[src/rtl/vm_change_dispenser.sv]
// Greedy coin change dispenser: pays a cents amount largest-coin-first from
// per-denomination stock, one coin per valid/ack handshake with the hopper.
module vm_change_dispenser #(
  parameter int AMT_W      = 12,
  parameter int CNT_W      = 8,
  parameter int INIT_COUNT = 20
) (
  input  logic             clk,
  input  logic             reset,
  input  logic [AMT_W-1:0] change_in,
  input  logic             change_valid,
  input  logic             refill,
  input  logic             coin_ack,
  output logic             coin_valid,
  output logic [4:0]       coin_sel,
  output logic             busy,
  output logic             done,
  output logic             error,
  output logic [AMT_W-1:0] short_amount,
  output logic             low_stock
);

  typedef enum logic [1:0] {IDLE, SELECT, OFFER, DONE} state_t;

  localparam int                NUM_DEN = 5;
  localparam logic [CNT_W-1:0]  FULL    = CNT_W'(INIT_COUNT);

  // Index 0..4 = nickel, dime, quarter, half, dollar (matches coin_sel bit order)
  function automatic logic [AMT_W-1:0] denom(input int i);
    case (i)
      4:       denom = AMT_W'(100);
      3:       denom = AMT_W'(50);
      2:       denom = AMT_W'(25);
      1:       denom = AMT_W'(10);
      default: denom = AMT_W'(5);
    endcase
  endfunction

  state_t                          state;
  logic [AMT_W-1:0]                remaining;
  logic [NUM_DEN-1:0][CNT_W-1:0]   stock;
  logic [2:0]                      cur_idx;
  logic [2:0]                      pick_idx;
  logic                            pick_ok;

  // Ascending scan so the largest qualifying denomination wins
  always_comb begin
    pick_ok  = 1'b0;
    pick_idx = '0;
    for (int i = 0; i < NUM_DEN; i++) begin
      if (denom(i) <= remaining && stock[i] != '0) begin
        pick_ok  = 1'b1;
        pick_idx = 3'(i);
      end
    end
  end

  always_comb begin
    low_stock = 1'b0;
    for (int i = 0; i < NUM_DEN; i++)
      if (stock[i] == '0) low_stock = 1'b1;
  end

  always_ff @(posedge clk or negedge reset) begin
    if (!reset) begin
      state        <= IDLE;
      remaining    <= '0;
      stock        <= {NUM_DEN{FULL}};
      cur_idx      <= '0;
      coin_valid   <= 1'b0;
      coin_sel     <= '0;
      busy         <= 1'b0;
      done         <= 1'b0;
      error        <= 1'b0;
      short_amount <= '0;
    end else begin
      case (state)
        IDLE: begin
          if (refill) stock <= {NUM_DEN{FULL}};
          if (change_valid) begin
            remaining    <= change_in;
            error        <= 1'b0;
            short_amount <= '0;
            busy         <= 1'b1;
            state        <= SELECT;
          end
        end
        SELECT: begin
          if (pick_ok) begin
            cur_idx    <= pick_idx;
            coin_sel   <= 5'(1) << pick_idx;
            coin_valid <= 1'b1;
            state      <= OFFER;
          end else begin
            // Nothing fits: either fully paid or a shortfall to report
            if (remaining != '0) begin
              error        <= 1'b1;
              short_amount <= remaining;
            end
            done  <= 1'b1;
            state <= DONE;
          end
        end
        OFFER: begin
          if (coin_ack) begin
            remaining       <= remaining - denom(int'(cur_idx));
            stock[cur_idx]  <= stock[cur_idx] - CNT_W'(1);
            coin_valid      <= 1'b0;
            coin_sel        <= '0;
            state           <= SELECT;
          end
        end
        default: begin
          done  <= 1'b0;
          busy  <= 1'b0;
          state <= IDLE;
        end
      endcase
    end
  end

endmodule

[config.mk]
export PLATFORM = sky130hd
export DESIGN_NAME = vm_change_dispenser
export DESIGN_NICKNAME = d
export VERILOG_FILES = /design/src/rtl/vm_change_dispenser.sv
export SDC_FILE = /design/constraint.sdc
export NUM_CORES = 1
export LEC_CHECK = 0
export BUFFER_PORTS_ARGS = -buffer_cell sky130_fd_sc_hd__buf_2
export CAP_MARGIN = 5
export CORE_MARGIN = 4
export CORE_UTILIZATION = 32
export CTS_BUF_LIST = sky130_fd_sc_hd__clkbuf_2 sky130_fd_sc_hd__clkbuf_4 sky130_fd_sc_hd__clkbuf_8
export CTS_CLUSTER_DIAMETER = 100
export DETAILED_ROUTE_END_ITERATION = 7
export PLACE_DENSITY = 0.49
export SLEW_MARGIN = 20
export SYNTH_ARGS = -nofsm -noshare
export SYNTH_HDL_FRONTEND = slang
export SYNTH_SLANG_ARGS = --single-unit
export TNS_END_PERCENT = 20
[constraint.sdc]
create_clock -name clk -period 6.4 [get_ports clk]
set_input_delay 0.64 -clock clk [delete_from_list [all_inputs] [get_ports clk]]
set_output_delay 0.64 -clock clk [all_outputs]
set_load 0.02 [all_outputs]
==> flow_summary.json, run 1 <==
{
  "cts.htree.levels": 3,
  "fmax_mhz": 283.8,
  "dieHeight_um": 127.1,
  "cell_type_contributing_the_most_total_cell_area_after_synthesis": "sky130_fd_sc_hd__dfrtp_1",
  "fp-row-count": 43,
  "grt_antenna_before_repair": 0,
  "critPathArrivalTime_ps": 3740,
  "dpl.hpwl_um": 9060,
  "yosys_warnings": 0,
  "clkLatencyLatePin_ps": 380,
  "share_of_layout_cells_above_drive_strength_1": 0.1579,
  "die_x_um": 127.1,
  "final.fill_count": 1462,
  "postSynthNetCount": 527,
  "ir_drop_mv": 0.1965,
  "io_buffers": 38,
  "netlist_area_mm2": 0.004537,
  "synthMuxAreaShare": 0.05212,
  "net_switching_fraction_of_the_power": 0.4601,
  "placeable_core_area_mm2": 0.01388,
  "number_of_buffers_inserted_to_repair_setup_after_cts": 0,
  "area.sequential_mm2": 0.001964,
  "timing.final.max_slew_violations": 0,
  "routabilityCongestion": 0.8681,
  "via_per_inst": 5.542,
  "final.period_utilization": 0.5507,
  "hold_class": "in2async",
  "cts.sinks": 78,
  "yosys.area_share.xor_xnor": 0.01931,
  "clk_network_pwr_share": 0.207,
  "detail_route.wirelength_um": 12890,
  "max_slew.worst_pin.slew_ps": 994.0,
  "dr_total_vias": 3946,
  "p_int_uw": 1186,
  "hold-worst-slack_ps": 282.2,
  "synth_adder_area_share": 0.03751,
  "cts.path.max_buffers": 2,
  "status": "completed",
  "fin_setup_tns_ps": 0,
  "grt_usage": 0.1673,
  "p_switching_uw": 1011,
  "grt_start_max_net_pins": 79,
  "detail-route-antenna-nets": 0,
  "post-route-min-period_ps": 3524,
  "clock-skew-final_ps": 13.24,
  "num_antenna_cells": 0,
  "cp_max_fo": 24,
  "grt_overflow_total": 0,
  "tritoncts_clock_tree": "yes",
  "grt_setup_unrepaired": "no",
  "ffs_w_async_s_r_synth": 1.000,
  "cts.hold.buffers_added": 0,
  "crit_type": "reg2reg",
  "timing.critical_path.required_ps": 6620,
  "finish.net_count": 557,
  "share_seq_of_total_power": 0.325,
  "cts_bufs_inserted": 9,
  "total_power_uw": 2196,
  "synth.top_cell.area_share": 0.3751,
  "clkSlewWorstSetupHoldPaths_ps": 80,
  "synth-edff-count": 0,
  "design.portCount": 39,
  "grt_pass1_wl_um": 21400,
  "worstSetupStartpointType": "flop",
  "post-synth-top-count-cell": "sky130_fd_sc_hd__dfrtp_1",
  "netlist-cell-type-count": 59,
  "grt_pass1_vias": 3982,
  "simple_gate_portion_of_the_synthesized_area": 0.2055,
  "ys_ff_latch": 78,
  "proportion_of_power_drawn_by_combinational_gates": 0.468,
  "number_of_max_cap_violations": 0,
  "worst_slew_margin_rel": 0.3329,
  "synth-seq-area-share": 0.4330,
  "fin_util": 0.3697,
  "footprint_of_the_multi_input_gates_mm2": 0.002401,
  "power_density_mw_per_mm2": 428.0,
  "avgRoutedWirePerCell_um": 18.10,
  "cellLeakagePower_uw": 0.002314,
  "cell_types_with_the_largest_area_share_after_synthesis": "sky130_fd_sc_hd__dfrtp_1 (38%), sky130_fd_sc_hd__dfstp_2 (5.8%), sky130_fd_sc_hd__o21ai_0 (5.4%)",
  "synth_top_family_by_area": "compound AO/OA/AOI/OAI gates",
  "areaGrowthSynthToFinish_pct": 13.13,
  "netlist_instances": 497,
  "timing.final.hold_violations": 0,
  "cp-end-kind": "flop",
  "post_cts_resize_count": 0,
  "synth_flop_cell": "sky130_fd_sc_hd__dfrtp_1",
  "initialDrtViolationCount": 197,
  "synth_compound_gate_area_share": 0.2148,
  "drt_pass1_iterations": 5,
  "syn_area_per_cell_um2": 9.128,
  "synth_commonest_cells": "sky130_fd_sc_hd__dfrtp_1 (68), sky130_fd_sc_hd__nand2_1 (65), sky130_fd_sc_hd__o21ai_0 (49), sky130_fd_sc_hd__a21oi_1 (28), sky130_fd_sc_hd__nor2_1 (26)",
  "die_area_mm2": 0.01615,
  "drt_drc_violations_left": 0,
  "initial_utilization": 0.3268,
  "final_setup_fails": 0,
  "root_buffer_cell": "sky130_fd_sc_hd__clkbuf_8"
}
[power by group through the flow]
stage | sequential (uW) | combinational, uW | clock, uW
3_5_place_dp | 724 | 1030 | 0
3_3_place_gp | 724 | 1020 | 0
4_1_cts | 714 | 1030 | 468
5_1_grt | 730 | 1150 | 486
6_report | 715 | 1030 | 454
2_1_floorplan | 668 | 755 | 0
[final timing paths]
check                      startpoint  depth (start not counted)  slack (ps)               end
min in group clk            stock[12]                          2         480         stock[12]
max in group asynchronous       reset                          1        5600         stock[24]
min                             reset                          1         280  short_amount[11]
max reg2reg                cur_idx[1]                          9        2880      remaining[9]
max                        cur_idx[1]                          9        2880      remaining[9]
min reg2reg                 stock[12]                          2         480         stock[12]
[flip-flops by register name (all words and copies together) (netlist names)]
name	flops
error	1
done	1
busy	1
coin_valid	1
remaining	12
short_amount	12
stock	40
state	2
coin_sel	5
cur_idx	3
[per-layer routing]
layer | wire length [um] | share of wire | global-route usage | up-vias
li1 | - | - | - | 1877
met2 | 6022 | 0.47 | 0.2677 | 80
met1 | 6118 | 0.47 | 0.2251 | 1972
met3 | 518 | 0.040 | 0.03972 | 17
met5 | 0 | 0 | 0 | -
met4 | 231 | 0.018 | 0.05174 | 0
[worst max-delay path, cell delays in order (launching register included)]
cell and delay [ps]:
sky130_fd_sc_hd__dfrtp_1 930, sky130_fd_sc_hd__nor2b_1 510, sky130_fd_sc_hd__nand2_1 160, sky130_fd_sc_hd__and2_1 220, sky130_fd_sc_hd__ha_1 210, sky130_fd_sc_hd__or3_1 350
sky130_fd_sc_hd__o31ai_1 580, sky130_fd_sc_hd__a21oi_1 140, sky130_fd_sc_hd__o21ai_0 150, sky130_fd_sc_hd__o21ai_0 100
[area by class of cell]
| cell class | count | area share |
|---|---|---|
| repair buffers | 43 | 0.04559 |
| well taps | 180 | 0.04388 |
| clock inverters | 7 | 0.02194 |
| flip-flops and latches | 78 | 0.3827 |
| inverters | 19 | 0.01390 |
| multi-input cells | 376 | 0.4678 |
| clock buffers | 9 | 0.02413 |
[layout by cell type (no fill, tap or decap), types with 5 or more instances in the layout]
cell,Yosys,routed
sky130_fd_sc_hd__a22o_1,8,8
sky130_fd_sc_hd__ha_1,12,12
sky130_fd_sc_hd__clkbuf_8,0,9
sky130_fd_sc_hd__nor3_1,15,15
sky130_fd_sc_hd__xnor2_1,6,6
sky130_fd_sc_hd__a2bb2oi_1,5,5
sky130_fd_sc_hd__dfstp_2,10,10
sky130_fd_sc_hd__dfrtp_1,68,68
sky130_fd_sc_hd__buf_2,8,37
sky130_fd_sc_hd__nor4_1,8,8
sky130_fd_sc_hd__nand4_1,8,8
sky130_fd_sc_hd__nand3_1,9,9
sky130_fd_sc_hd__mux2i_1,18,18
sky130_fd_sc_hd__nor2_1,26,26
sky130_fd_sc_hd__buf_4,0,5
sky130_fd_sc_hd__nand2_1,65,65
sky130_fd_sc_hd__nor2b_1,5,5
sky130_fd_sc_hd__and2_1,14,14
sky130_fd_sc_hd__inv_1,19,19
sky130_fd_sc_hd__a21oi_1,28,28
sky130_fd_sc_hd__mux2_2,5,5
sky130_fd_sc_hd__and3_1,19,19
sky130_fd_sc_hd__a311o_1,11,11
sky130_fd_sc_hd__o21ai_0,49,49
[metrics by stage]
stage | cells | area, um^2 | setup slack, ps
3_5_place_dp | 696 | 4892 | 2899
6_report | 712 | 5132 | 2876
4_1_cts | 712 | 5129 | 2894
2_1_floorplan | 497 | 4537 | 3618
3_3_place_gp | 696 | 4892 | 3048
5_1_grt | 712 | 5132 | 2522
[kinds of logic (layout without fill, tap and decap cells)]
group                      Yosys count  in the layout
and+or+nand+nor                    186            186
xor gates and xnor gates            10             10
buffers and inverters               43             78
adders and majority gates           13             13
DFF                                 78             78
muxes                               23             23
AOI/OAI and AO/OA                  144            144
Note: power is estimated with default switching activity, not from simulation.
==> run 2: changes to the inputs <==
Clock period 6.4 ns to 3.6 ns, I/O delays scaled along.
==> run 2 against run 1 <==
The flow now finishes with violations (hold timing). Sequential cell count stayed put. Maximum frequency is 23% higher. Sequential power is 73% higher. Critical endpoint unchanged.
==> flow_summary.json, run 2 (synthesized netlist as in run 1, its figures left out) <==
{
  "status": "complete, but fails checks",
  "failed_checks": "hold timing",
  "worstSetupStartpointType": "flop",
  "worst-path-buf-inv": 0,
  "grt_usage": 0.1692,
  "pre_cts_ws_ps": 775.9,
  "grt_pass1_wl_um": 21580,
  "footprint_of_the_multi_input_gates_mm2": 0.002401,
  "io_buffers": 38,
  "cp_peak_stage_delay_ps": 570,
  "p_switching_uw": 1784,
  "clk_network_pwr_share": 0.189,
  "biggest_register": "stock",
  "cts.sinks": 78,
  "number_of_buffers_inserted_to_repair_setup_after_cts": 0,
  "root_buffer_cell": "sky130_fd_sc_hd__clkbuf_8",
  "crit_type": "reg2reg",
  "clkSlewWorstSetupHoldPaths_ps": 90,
  "clock-skew-final_ps": 13.38,
  "timing.critical_path.required_ps": 3880,
  "hold-worst-slack_ps": -14.26,
  "grt_antenna_before_repair": 0,
  "grt_setup_unrepaired": "no",
  "final.period_utilization": 0.7939,
  "dr_total_vias": 3930,
  "timing.final.hold_violations": 3,
  "timing.final.max_slew_violations": 0,
  "post_cts_resize_count": 0,
  "worst_slew_margin_rel": 0.3232,
  "fp-row-count": 43,
  "critical-path-slowest-cell": "sky130_fd_sc_hd__o31ai_1",
  "finish.net_count": 566,
  "cts.htree.levels": 3,
  "proportion_of_power_drawn_by_combinational_gates": 0.491,
  "via_per_inst": 5.451,
  "areaGrowthSynthToFinish_pct": 14.09,
  "grt_overflow_total": 0,
  "dpl.hpwl_um": 9587,
  "share_of_layout_cells_above_drive_strength_1": 0.1719,
  "grt_pass1_vias": 4003,
  "net_switching_fraction_of_the_power": 0.4613,
  "hold_class": "in2async",
  "cellLeakagePower_uw": 0.002353,
  "die_area_mm2": 0.01615,
  "cp-end-kind": "flop",
  "biggest_regs": "stock (40), remaining (12), short_amount (12)",
  "area.sequential_mm2": 0.001964,
  "critPathArrivalTime_ps": 3140,
  "avgRoutedWirePerCell_um": 18.23,
  "initial_utilization": 0.3268,
  "routabilityCongestion": 0.8806,
  "tritoncts_clock_tree": "yes",
  "clkLatencyLatePin_ps": 370,
  "max_slew.worst_pin.slew_ps": 1008,
  "cp_max_fo": 16,
  "largest_register_ffs": 40,
  "drt_drc_violations_left": 0,
  "detail_route.wirelength_um": 13140,
  "number_of_max_cap_violations": 0,
  "cts.path.max_buffers": 2,
  "fin_setup_tns_ps": 0,
  "placeable_core_area_mm2": 0.01388,
  "cts_bufs_inserted": 9,
  "cp_top_family": "simple AND/OR/NAND/NOR gates",
  "share_seq_of_total_power": 0.320,
  "cts.hold.buffers_added": 0,
  "timing.final.ws_setup_ps": 741.8,
  "dieHeight_um": 127.1,
  "drt_pass1_iterations": 5,
  "final.fill_count": 1449,
  "ir_drop_mv": 0.2843,
  "crit_chain": "nor2_1 > nand2_1 > and2_1 > ha_1 > or3_1 > o31ai_1 > and3_1 > a21oi_1 > o21ai_0",
  "fmax_mhz": 349.9,
  "final_cell_mix": "sky130_fd_sc_hd__dfrtp_1 (68), sky130_fd_sc_hd__nand2_1 (65), sky130_fd_sc_hd__o21ai_0 (49), sky130_fd_sc_hd__buf_2 (37), sky130_fd_sc_hd__a21oi_1 (28)",
  "final_setup_fails": 0,
  "initialDrtViolationCount": 362,
  "layout_commonest_cell": "sky130_fd_sc_hd__dfrtp_1",
  "die_x_um": 127.1,
  "grt_start_max_net_pins": 79,
  "design.portCount": 39,
  "total_power_uw": 3866,
  "num_antenna_cells": 0,
  "p_int_uw": 2083,
  "detail-route-antenna-nets": 0,
  "power_density_mw_per_mm2": 746.9,
  "post-route-min-period_ps": 2858
}
## run 2: worst paths after layout
| check | slack [ps] | cells after the start | startpoint | end |
|---|---|---|---|---|
| min | -10 | 1 | reset | short_amount[0] |
| max reg2reg | 740 | 9 | cur_idx[0] | remaining[9] |
| max in group asynchronous | 3050 | 1 | reset | stock[25] |
| min in group clk | 290 | 4 | coin_ack | coin_valid |
| max | 740 | 9 | cur_idx[0] | remaining[9] |
| min reg2reg | 480 | 2 | stock[4] | stock[4] |
## run 2: final cells by class
type | instances | area share
sequential | 78 | 0.3795
inverter | 19 | 0.01378
multi-input combinational | 376 | 0.4639
clock inverter | 7 | 0.01716
clock buffer | 9 | 0.02393
timing repair buffer | 52 | 0.05825
tap | 180 | 0.04351
## run 2: metal layers
layer / GRT usage / share of wire
met5: 0 / 0
met4: 0.05237 / 0.015
met3: 0.03679 / 0.042
met2: 0.2858 / 0.49
met1: 0.2172 / 0.45
## run 2: through the flow
| step | hold WS, ps | utilization | instance area (um^2) | cells |
|---|---|---|---|---|
| 2_1_floorplan | 64.41 | - | 4537 | 497 |
| 3_3_place_gp | 465.2 | 0.3573 | 4960 | 705 |
| 3_5_place_dp | 464.9 | 0.3573 | 4960 | 705 |
| 4_1_cts | 184.1 | 0.3726 | 5172 | 721 |
| 5_1_grt | 47.04 | 0.3729 | 5176 | 721 |
| 6_report | -14.26 | 0.3729 | 5176 | 721 |
## run 2: power groups by stage
stage | Combinational [uW] | Clock [uW] | Sequential, uW
after floorplan | 1340 | 0 | 1190
after global placement | 1890 | 0 | 1250
after detailed placement | 1900 | 0 | 1260
after CTS | 1910 | 761 | 1240
after global routing | 2130 | 799 | 1260
final | 1900 | 732 | 1240
==> run 3: changes to the inputs <==
Settings changed: PLACE_DENSITY 0.49 to 0.51.
Clock period 3.6 ns to 2.4 ns, I/O delays scaled along.
==> run 3 against run 2 <==
The run now ends clean. Combinational power is 100% higher. Setup slack worse by 700 ps. Die area stayed put.
==> flow_summary.json, run 3 (synthesized netlist as in run 1, its figures left out) <==
{
  "status": "completed",
  "routabilityCongestion": 0.8365,
  "rrSetupSlack_ps": 40,
  "timing.final.max_slew_violations": 0,
  "fp-row-count": 43,
  "hold_class": "in2reg",
  "cts_bufs_inserted": 9,
  "initial_utilization": 0.3268,
  "grt_antenna_before_repair": 0,
  "root_buffer_cell": "sky130_fd_sc_hd__clkbuf_8",
  "placeable_core_area_mm2": 0.01388,
  "hold_path_depth": 3,
  "setup.worst_path.start": "cur_idx[2]",
  "number_of_max_cap_violations": 0,
  "regToRegStartpoint": "cur_idx[2]",
  "detail-route-antenna-nets": 0,
  "die_x_um": 127.1,
  "p_int_uw": 3746,
  "post-route-min-period_ps": 2361,
  "final.fill_count": 1385,
  "area.sequential_mm2": 0.001968,
  "final.period_utilization": 0.9838,
  "cp_max_fo": 8,
  "hold_path_startpoint": "change_in[9]",
  "cts.htree.levels": 3,
  "clk_network_pwr_share": 0.159,
  "worstSetupStartpointType": "flop",
  "timing.critical_path.required_ps": 2690,
  "drt_drc_violations_left": 0,
  "cp-end-kind": "flop",
  "timing.final.ws_setup_ps": 38.85,
  "design.portCount": 39,
  "fin_setup_tns_ps": 0,
  "final_cell_mix": "sky130_fd_sc_hd__dfrtp_1 (65), sky130_fd_sc_hd__nand2_1 (62), sky130_fd_sc_hd__buf_4 (58), sky130_fd_sc_hd__o21ai_0 (44), sky130_fd_sc_hd__buf_2 (37)",
  "biggest_regs": "stock (40), remaining (12), short_amount (12)",
  "net_switching_fraction_of_the_power": 0.4412,
  "layout_commonest_cell": "sky130_fd_sc_hd__dfrtp_1",
  "share_seq_of_total_power": 0.268,
  "power_density_mw_per_mm2": 1157,
  "dr_total_vias": 4179,
  "clkSlewWorstSetupHoldPaths_ps": 90,
  "avgRoutedWirePerCell_um": 18.33,
  "critPathArrivalTime_ps": 2660,
  "final_setup_fails": 0,
  "clock-skew-final_ps": 13.02,
  "dpl.cell_count": 743,
  "grt_pass1_vias": 4222,
  "ir_drop_mv": 0.6468,
  "areaGrowthSynthToFinish_pct": 27.72,
  "clkLatencyLatePin_ps": 370,
  "io_buffers": 38,
  "dpl.hpwl_um": 10280,
  "grt_pass1_wl_um": 22310,
  "biggest_register": "stock",
  "initialDrtViolationCount": 282,
  "share_of_layout_cells_above_drive_strength_1": 0.2927,
  "cts.sinks": 78,
  "p_switching_uw": 2958,
  "max_slew.worst_pin.slew_ps": 684.6,
  "footprint_of_the_multi_input_gates_mm2": 0.002559,
  "crit-reg2reg-capture": "stock[4]",
  "fmax_mhz": 423.5,
  "num_antenna_cells": 0,
  "timing.final.hold_violations": 0,
  "grt_setup_unrepaired": "yes",
  "detail_route.wirelength_um": 14140,
  "die_area_mm2": 0.01615,
  "dieHeight_um": 127.1,
  "cellLeakagePower_uw": 0.002645,
  "grt_start_max_net_pins": 37,
  "grt_overflow_total": 0,
  "worst_slew_margin_rel": 0.5405,
  "drt_pass1_iterations": 5,
  "finish.net_count": 617,
  "proportion_of_power_drawn_by_combinational_gates": 0.574,
  "crit_type": "reg2reg",
  "tritoncts_clock_tree": "yes",
  "cts.path.max_buffers": 2,
  "worst-r2r-cell-count": 10,
  "fin_cells": 771,
  "whs_endpoint": "remaining[9]",
  "via_per_inst": 5.420,
  "pre_cts_ws_ps": -95.53,
  "grt_usage": 0.1753,
  "largest_register_ffs": 40
}
==> run 3: cell count changes in the layout (fill, tap and decap cells not counted), sizes merged <==
cell         before  now
clkinv            5    0
bufinv            2    1
buf              52  101
clkbuf            9   15
dlygate4sd3       0    1
==> run 3: worst max-delay path: stages, from the launching register on <==
cell and delay (ps):
sky130_fd_sc_hd__dfrtp_2 490, sky130_fd_sc_hd__buf_12 170, sky130_fd_sc_hd__or4bb_1 480, sky130_fd_sc_hd__o221ai_2 110, sky130_fd_sc_hd__buf_4 160, sky130_fd_sc_hd__inv_1 30
sky130_fd_sc_hd__ha_1 220, sky130_fd_sc_hd__nand3_1 100, sky130_fd_sc_hd__xor2_1 190, sky130_fd_sc_hd__buf_4 170, sky130_fd_sc_hd__a2bb2oi_1 160
==> run 3: power by group through the flow <==
stage	clock network (uW)	logic (uW)	registers (uW)
3_5_place_dp	0	3510	1800
2_1_floorplan	0	2100	1780
3_3_place_gp	0	3500	1790
4_1_cts	1100	3580	1780
5_1_grt	1160	4220	1820
6_report	1060	3850	1790
==> run 3: through the flow <==
stage                     power (uW)  utilization  hold WS, ps  instance area (um^2)
final                           6705       0.4174        155.6                  5794
after global routing            7195       0.4174        182.0                  5794
after CTS                       6458       0.4023        135.6                  5584
after detailed placement        5305       0.3835        241.8                  5324
after global placement          5287       0.3835        245.8                  5324
after floorplan                 3887            -       -55.59                  4596
==> run 3: layer usage <==
metal  global-route usage  up-vias  part of all wire
li1                     -     1996                 -
met5                    0        -                 0
met4              0.05047        0             0.012
met1               0.2273     2078              0.45
met2               0.2920       93              0.49
met3              0.04264       12             0.043
==> run 3: layout make-up <==
class                      instances  area share
sequential                        78      0.3397
inverter                          19     0.01231
timing repair buffer             103      0.1324
tap                              180     0.03887
multi-input combinational        376      0.4416
clock buffer                      14     0.03002
clock inverter                     1    0.005182
==> run 3: worst max-delay path by stage <==
| stage | endpoint | slack (ps) | cells after the start |
|---|---|---|---|
| final | stock[4] | 40 | 10 |
| after global placement | stock[22] | -110 | 9 |
| after global routing | stock[4] | -100 | 10 |
| after detailed placement | remaining[11] | -100 | 9 |
| after floorplan | remaining[10] | -30 | 14 |
| after CTS | stock[23] | -20 | 7 |
==> run 3: timing repair <==
item | CTS | global route
gates cloned | 0 | 1
setup buffers | 1 | 10
hold endpoints to repair | 29 | 0
gates resized for setup | 9 | 31
pin swaps | 1 | 10
setup endpoints to repair | 20 | 49
hold buffers | 1 | 0
